### src/rtl/lzc_norm_pipe.sv
// Pipelined leading-zero/one counter with normalising shift and valid/ready stream interface.
// Optional trailing-count support is enabled by defining LZC_TRAILING_EN (adds in_dir).
module lzc_norm_pipe #(
  parameter int unsigned WIDTH            = 16,
  parameter int unsigned LEVELS_PER_STAGE = 2,
  parameter int unsigned TAG_W            = 4
) (
  input  logic                     clk,
  input  logic                     rst_n,
  input  logic                     in_valid,
  output logic                     in_ready,
  input  logic [WIDTH-1:0]         in_data,
  input  logic                     in_mode,
  input  logic [TAG_W-1:0]         in_tag,
`ifdef LZC_TRAILING_EN
  input  logic                     in_dir,
`endif
  output logic                     out_valid,
  input  logic                     out_ready,
  output logic [$clog2(WIDTH)-1:0] out_count,
  output logic                     out_zero,
  output logic [WIDTH-1:0]         out_norm,
  output logic [TAG_W-1:0]         out_tag
);

  localparam int unsigned COUNT  = $clog2(WIDTH);
  localparam int unsigned STAGES = (COUNT + LEVELS_PER_STAGE - 1) / LEVELS_PER_STAGE;

  if ((WIDTH < 2) || ((WIDTH & (WIDTH - 1)) != 0)) begin : g_bad_width
    $error("lzc_norm_pipe: WIDTH must be a power of two >= 2");
  end
  if (LEVELS_PER_STAGE < 1) begin : g_bad_lps
    $error("lzc_norm_pipe: LEVELS_PER_STAGE must be >= 1");
  end
  if (TAG_W < 1) begin : g_bad_tag
    $error("lzc_norm_pipe: TAG_W must be >= 1");
  end

  logic dir_in;
`ifdef LZC_TRAILING_EN
  assign dir_in = in_dir;
`else
  assign dir_in = 1'b0;
`endif

  // Per-boundary tree state: node n of the current level, node 0 on the MSB side.
  logic [WIDTH-1:0] s_all  [STAGES];
  logic [COUNT-1:0] s_cnt  [STAGES][WIDTH];
  logic [WIDTH-1:0] s_data [STAGES];
  logic [TAG_W-1:0] s_tag  [STAGES];
  logic             s_mode [STAGES];
  logic             s_dir  [STAGES];

  logic [STAGES-1:0] valid_q;
  logic [STAGES:0]   v_chain;
  logic [STAGES-1:0] rdy;

  logic [WIDTH-1:0] scan_word;
  logic [WIDTH-1:0] lvl0_all;

  always_comb begin
    scan_word = in_mode ? ~in_data : in_data;
    lvl0_all  = '0;
    for (int n = 0; n < int'(WIDTH); n++) begin
      lvl0_all[n] = ~(dir_in ? scan_word[n] : scan_word[WIDTH-1-n]);
    end
  end

  assign s_all[0]  = lvl0_all;
  assign s_cnt[0]  = '{default: '0};
  assign s_data[0] = in_data;
  assign s_tag[0]  = in_tag;
  assign s_mode[0] = in_mode;
  assign s_dir[0]  = dir_in;

  assign v_chain = {valid_q, in_valid};

  // Ready unrolled into a reduction so it depends only on stage valids and out_ready.
  for (genvar k = 0; k < int'(STAGES); k++) begin : g_rdy
    assign rdy[k] = out_ready | ~(&valid_q[STAGES-1:k]);
  end

  assign in_ready  = rdy[0];
  assign out_valid = valid_q[STAGES-1];

  always_ff @(posedge clk or negedge rst_n) begin
    if (!rst_n) begin
      valid_q <= '0;
    end else begin
      for (int k = 0; k < int'(STAGES); k++) begin
        if (rdy[k]) valid_q[k] <= v_chain[k];
      end
    end
  end

  for (genvar k = 0; k < int'(STAGES); k++) begin : g_stage
    localparam int Lo = k * int'(LEVELS_PER_STAGE) + 1;
    localparam int Hi = ((k + 1) * int'(LEVELS_PER_STAGE) < int'(COUNT)) ?
                        (k + 1) * int'(LEVELS_PER_STAGE) : int'(COUNT);

    logic [WIDTH-1:0] t_all;
    logic [COUNT-1:0] t_cnt [WIDTH];

    // Merging in place is safe: node n reads 2n and 2n+1 before anything at or above n is rewritten.
    always_comb begin
      t_all = s_all[k];
      t_cnt = s_cnt[k];
      for (int l = Lo; l <= Hi; l++) begin
        for (int n = 0; n < int'(WIDTH) / 2; n++) begin
          if (n < (int'(WIDTH) >> l)) begin
            t_cnt[n] = (t_all[2*n] ? t_cnt[2*n+1] : t_cnt[2*n]) |
                       (COUNT'(t_all[2*n]) << (l - 1));
            t_all[n] = t_all[2*n] & t_all[2*n+1];
          end
        end
      end
    end

    if (k == int'(STAGES) - 1) begin : g_out
      logic [COUNT-1:0] cnt_w;
      assign cnt_w = t_all[0] ? '0 : t_cnt[0];

      always_ff @(posedge clk or negedge rst_n) begin
        if (!rst_n) begin
          out_count <= '0;
          out_zero  <= 1'b0;
          out_norm  <= '0;
          out_tag   <= '0;
        end else if (rdy[k] && v_chain[k]) begin
          out_count <= cnt_w;
          out_zero  <= t_all[0];
          out_norm  <= s_dir[k] ? (s_data[k] >> cnt_w) : (s_data[k] << cnt_w);
          out_tag   <= s_tag[k];
        end
      end
    end else begin : g_reg
      logic [WIDTH-1:0] all_q;
      logic [COUNT-1:0] cnt_q [WIDTH];
      logic [WIDTH-1:0] data_q;
      logic [TAG_W-1:0] tag_q;
      logic             mode_q;
      logic             dir_q;

      always_ff @(posedge clk or negedge rst_n) begin
        if (!rst_n) begin
          all_q  <= '0;
          cnt_q  <= '{default: '0};
          data_q <= '0;
          tag_q  <= '0;
          mode_q <= 1'b0;
          dir_q  <= 1'b0;
        end else if (rdy[k] && v_chain[k]) begin
          all_q  <= t_all;
          cnt_q  <= t_cnt;
          data_q <= s_data[k];
          tag_q  <= s_tag[k];
          mode_q <= s_mode[k];
          dir_q  <= s_dir[k];
        end
      end

      assign s_all[k+1]  = all_q;
      assign s_cnt[k+1]  = cnt_q;
      assign s_data[k+1] = data_q;
      assign s_tag[k+1]  = tag_q;
      assign s_mode[k+1] = mode_q;
      assign s_dir[k+1]  = dir_q;
    end
  end

endmodule

### config.mk
export PLATFORM = sky130hd
export DESIGN_NAME = lzc_norm_pipe
export DESIGN_NICKNAME = d
export VERILOG_FILES = /design/src/rtl/lzc_norm_pipe.sv
export SDC_FILE = /design/constraint.sdc
export NUM_CORES = 1
export LEC_CHECK = 0
export ABC_CLOCK_PERIOD_IN_PS = 2200
export BUFFER_PORTS_ARGS = -buffer_cell sky130_fd_sc_hd__clkbuf_2
export CAP_MARGIN = 20
export CORE_MARGIN = 3
export CORE_UTILIZATION = 51
export DETAILED_ROUTE_END_ITERATION = 10
export PLACE_DENSITY = 0.76
export SLEW_MARGIN = 15
export SYNTH_ARGS = -nofsm -noshare
export SYNTH_HDL_FRONTEND = slang
export SYNTH_SLANG_ARGS = --single-unit
### constraint.sdc
create_clock -name clk -period 2.2 [get_ports clk]
set_input_delay 0.44 -clock clk [delete_from_list [all_inputs] [get_ports clk]]
set_output_delay 0.44 -clock clk [all_outputs]
set_load 0.01 [all_outputs]
; Word level (Yosys, flattened, before mapping)
; Index checks and enable logic that the tools add are counted.
[word_totals]
regBits = 67
input_bits = 25
out_inout_bits = 27
word_cells = 69
[classes]
n_shift = 1
mux = 9
bitwise = 43
n_reduce_logical = 3
[ops]
columns = operator, count
row1 = $not A1 Y1, 18
row2 = $mux W16, 1
row3 = $mux W4, 4
row4 = $not A16 Y16, 1
row5 = $shl A16 B4 Y16, 1
row6 = $and A1 B1 Y1, 15
row7 = $or A1 B2 Y2, 4
row8 = $or A4 B3 Y4, 2
row9 = $mux W1, 4
row10 = $or A4 B4 Y4, 1
row11 = $logic_and A1 B1 Y1, 2
row12 = $or A1 B1 Y1, 2
row13 = $reduce_and A2 Y1, 1

; Longest topological paths before layout
[depth]
depth_word = 6
ltp_mapped = 9
mapped_depth_nobuf = 6

; Least setup slack after synthesis
; OpenSTA, ideal clock, no wires.
[synth_timing]
path_kind = reg2reg
start = register g_stage[0].g_reg.all_q[0]
end = register out_norm[11]
setup_time_ns = 0.139
arrival_time_ns = 2.186
required_ns = 2.061
path_slack_ns = -0.125
path_stages_with_launch = 8
path_buffers = 2
period_less_slack_ns = 2.325
path_cell_list = dfrtp_1 buf_6 nor3b_1 a311oi_4 buf_4 mux2i_1 o221ai_1 or4b_1
[synth_via]
elab_chain_len = 6
elab_cells_between_ends = 8
cone_classes = shift (1) / mux (3) / bitwise (4)
[synth_lines]
columns = item, line
row1 = start: declaration, 137  ; logic [WIDTH-1:0] all_q;
row2 = start signal: assignment, 153  ; all_q <= t_all;
row3 = $mux W4, 111  ; t_cnt[n] = (t_all[2*n] ? t_cnt[2*n+1] : t_cnt[2*n]) |
row4 = $or A4 B3 Y4, 111
row5 = $mux W4, 111
row6 = $or A4 B4 Y4, 111
row7 = $mux W4 *, 121  ; assign cnt_w = t_all[0] ? '0 : t_cnt[0];
row8 = $shl A16 B4 Y16 *, 132  ; out_norm <= s_dir[k] ? (s_data[k] >> cnt_w) : (s_data[k] << cnt_w);
row9 = end signal: assignment, 132
row10 = end: declaration, 22  ; output logic [WIDTH-1:0] out_norm,
; Mark *: on every way between the ends. The rest lies on a longest branch, timed or not.
; A chain may end at the register's enable or synchronous reset.

; Worst setup path after layout
; Same ends and word-level chain as after synthesis.

==> impl_metrics.yaml <==
synth:
  synth_edf_count: 0
  synthTopCellsByCount: "nand2_1, dfrtp_1, mux2i_1"
  synth.distinct_cells: 43
  synth_area_leader_cell: "dfrtp_1"
  seq_area_frac_synth_pct: 46.3
  ys_seq_elements: 59
  syn_area_per_cell_sq_um: 8.92
  synth_fp_nets: 383
  yosys-top-cells-area: "dfrtp_1, nand2_1, mux2i_1"
  syn-cell-area_sq_um: 3190
  netlist_instances: 358
  synth_ff_type: "dfrtp_1"
  yosys_warnings: 0
  synth_most_common_cell: "nand2_1"
  synth_top_area_share_pct: 46.3
  ys_async_sr_fraction_pct: 100
finish:
  area_delta_synth_final_pct: 35.6
  diodes: 0
  drive_gt1_share_pct: 34.6
  multi_input_area_sq_um: 1800
  ff_latch_area_sq_um: 1480
  utilization_pct: 72.2
  nNetsFinal: 480
  fin_cells: 535
  fillCellCount: 436
critical_path:
  timing.critical_path.arrival_ns: 2.53
  cp_max_fo: 6
  end_kind: "register"
  cp-start-kind: "register"
  critical_path_class: "register to register"
  cp.required_ns: 2.42
drt:
  post_drt_wl_per_cell_um: 16.6
  num_vias: 3081
  wl_um: 8870
  viasPerCell: 5.76
  drt.antenna.violating_nets: 0
  first_iter_violations: 274
  drt_first_pass_iters: 5
  drc: 0
timing:
  fin_worst_skew_ns: 0.00809
  worstMarginPinSlew_ns: 0.689
  period_needed_ns: 2.31
  slew_headroom_pct: 53.7
  setup_violations: 7
  hold_viol: 0
  rsz0062_at_grt: "true"
  timing.final.ws_setup_ns: -0.112
  slew_viol_final: 0
  max_clock_freq_mhz: 433
  fin_crit_sh_pct: 105
die:
  start_util_pct: 53.3
  core_area_sq_um: 5990
  num_rows: 28
  die_h_um: 85.1
  die_w_um: 85.1
  die_area_sq_um: 7240
  ios: 52
global_route:
  antenna_found_initial: 0
  grt_max_degree: 35
  grt_pass1_wl_um: 13900
  overflow: 0
  grt_use_total_pct: 24.7
  grt_pass1_vias: 2813
worst_hold_path:
  holdCritPathClass: "input port to asynchronous set/reset pin"
pwr:
  power_density_nw_per_um2: 900
  power_leakage_uw: 0.00210
  max-vdd-ir-drop_mv: 0.532
clock_tree:
  cts_made_buffers: 9
  cts-root-buf: "clkbuf_8"
  clock_latency_ns: 0.36
  cts_tree: "built"
  h-tree-depth: 3
  cts_buffer_depth: 2
  clkSlewWorstSetupHoldPaths_ns: 0.07
  clock-sinks: 59
  hold_buffers: 0
run_status:
  status: "finished, violations left"
  violations: "negative setup slack"
place:
  gp_congestion: 0.967
  dp.cells: 504
  hpwlAfterDp_um: 6230
  io_buffer_count: 51
flow_run:
  cap_violations: 0
state kept, by name (all words and copies together) (netlist names):
| register | cells |
|---|---|
| g_stage.g_reg.all_q | 4 |
| g_stage.g_reg.cnt_q | 8 |
| g_stage.g_reg.data_q | 16 |
| g_stage.g_reg.tag_q | 4 |
| out_count | 4 |
| out_norm | 16 |
| out_tag | 4 |
| out_zero | 1 |
| valid_q | 2 |
power by group:
part           internal (uW)  switching (uW)  total (uW)  leakage, uW
Combinational            648             642        1290      0.00125
Sequential              1290             168        1450     0.000739
Clock                    702             451        1150     0.000116
layer usage:
layer  vias up  track usage, %  wire length (um)
met5         -               0                 0
met4         0            10.2               257
met3        24            6.02               552
met2       131            37.6              4210
met1      1481            33.6              3840
li1       1445               -                 -
per-stage QoR:
step                setup WS [ns]  TNS [ns]  total power [uW]  hold slack [ns]  instance area [sq um]
global placement         -0.00964   -0.0111              2500            0.413                   3780
global route               -0.159     -1.13              4090           0.0474                   4330
floorplan                 -0.0861    -0.202              2050            0.144                   3220
detailed placement        -0.0965    -0.205              2520            0.416                   3780
CTS                       -0.0282   -0.0643              3690           0.0447                   4030
finish                     -0.112    -0.422              3900           0.0218                   4330
area by class of cell:
type | instances | share of cell area, %
multi-input cells | 278 | 41.5
flip-flops and latches | 59 | 34.1
clock buffers | 11 | 3.50
repair buffers | 105 | 16.5
well taps | 75 | 2.17
clock inverters | 5 | 1.97
inverters | 2 | 0.173
critical path: stages (launching register included):
cell and delay [ns]:
dfrtp_2 0.44, and2_4 0.18, a311oi_4 0.37, buf_4 0.19
clkbuf_16 0.15, mux2i_4 0.25, o221ai_2 0.11, or4b_1 0.49
cells in the final DEF (no fill, tap or decap), drive strengths merged, types with 2 or more instances in the layout:
| master | synthesis | routed |
|---|---|---|
| nand2 | 116 | 116 |
| clkbuf | 11 | 64 |
| dfrtp | 59 | 59 |
| buf | 8 | 52 |
| mux2i | 24 | 24 |
| o21ai | 19 | 19 |
| nor2 | 13 | 13 |
| mux2 | 12 | 12 |
| nand3 | 11 | 11 |
| nor3 | 9 | 9 |
| and2 | 7 | 7 |
| and3 | 6 | 6 |
| a21oi | 5 | 5 |
| a32o | 5 | 5 |
| nand2b | 5 | 5 |
| nand4 | 4 | 4 |
| or3 | 4 | 4 |
| xnor2 | 4 | 4 |
| a22oi | 4 | 4 |
| or4 | 3 | 3 |
| nor3b | 3 | 3 |
| nand3b | 2 | 2 |
| inv | 2 | 2 |
| a221o | 2 | 2 |
| o211ai | 2 | 2 |
| a211oi | 2 | 2 |
| o22ai | 2 | 2 |
| bufinv | 0 | 2 |
| clkinv | 0 | 2 |
| nor2b | 2 | 2 |
kinds of logic after synthesis:
group / share of synthesized area, %
buffers and inverters: 3.10
AND/OR/NAND/NOR: 26.0
XOR/XNOR: 1.10
AO/OA/AOI/OAI: 11.8
flip-flops: 46.3
multiplexers: 11.8
what timing repair did:
| item | in CTS | in global routing |
|---|---|---|
| setup endpoints to repair | 3 | 6 |
| setup buffers | 0 | 13 |
| gates resized for setup | 4 | 31 |
| pin swaps | 1 | 12 |
| cloned | 0 | 2 |
path summary, 6_finish.rpt:
check,endpoint,from,slack (ns),cells past startpoint
max,out_norm[11],g_stage[0].g_reg.all_q[0],-0.11,7
min,out_norm[1],rst_n,0.02,1
max reg2reg,out_norm[11],g_stage[0].g_reg.all_q[0],-0.11,7
min reg2reg,g_stage[0].g_reg.tag_q[2],g_stage[0].g_reg.tag_q[2],0.47,2
max in group asynchronous,g_stage[0].g_reg.cnt_q[60],rst_n,1.50,2
min in group clk,g_stage[0].g_reg.tag_q[1],in_tag[1],0.27,3
Power figures use the tool's default switching activity.
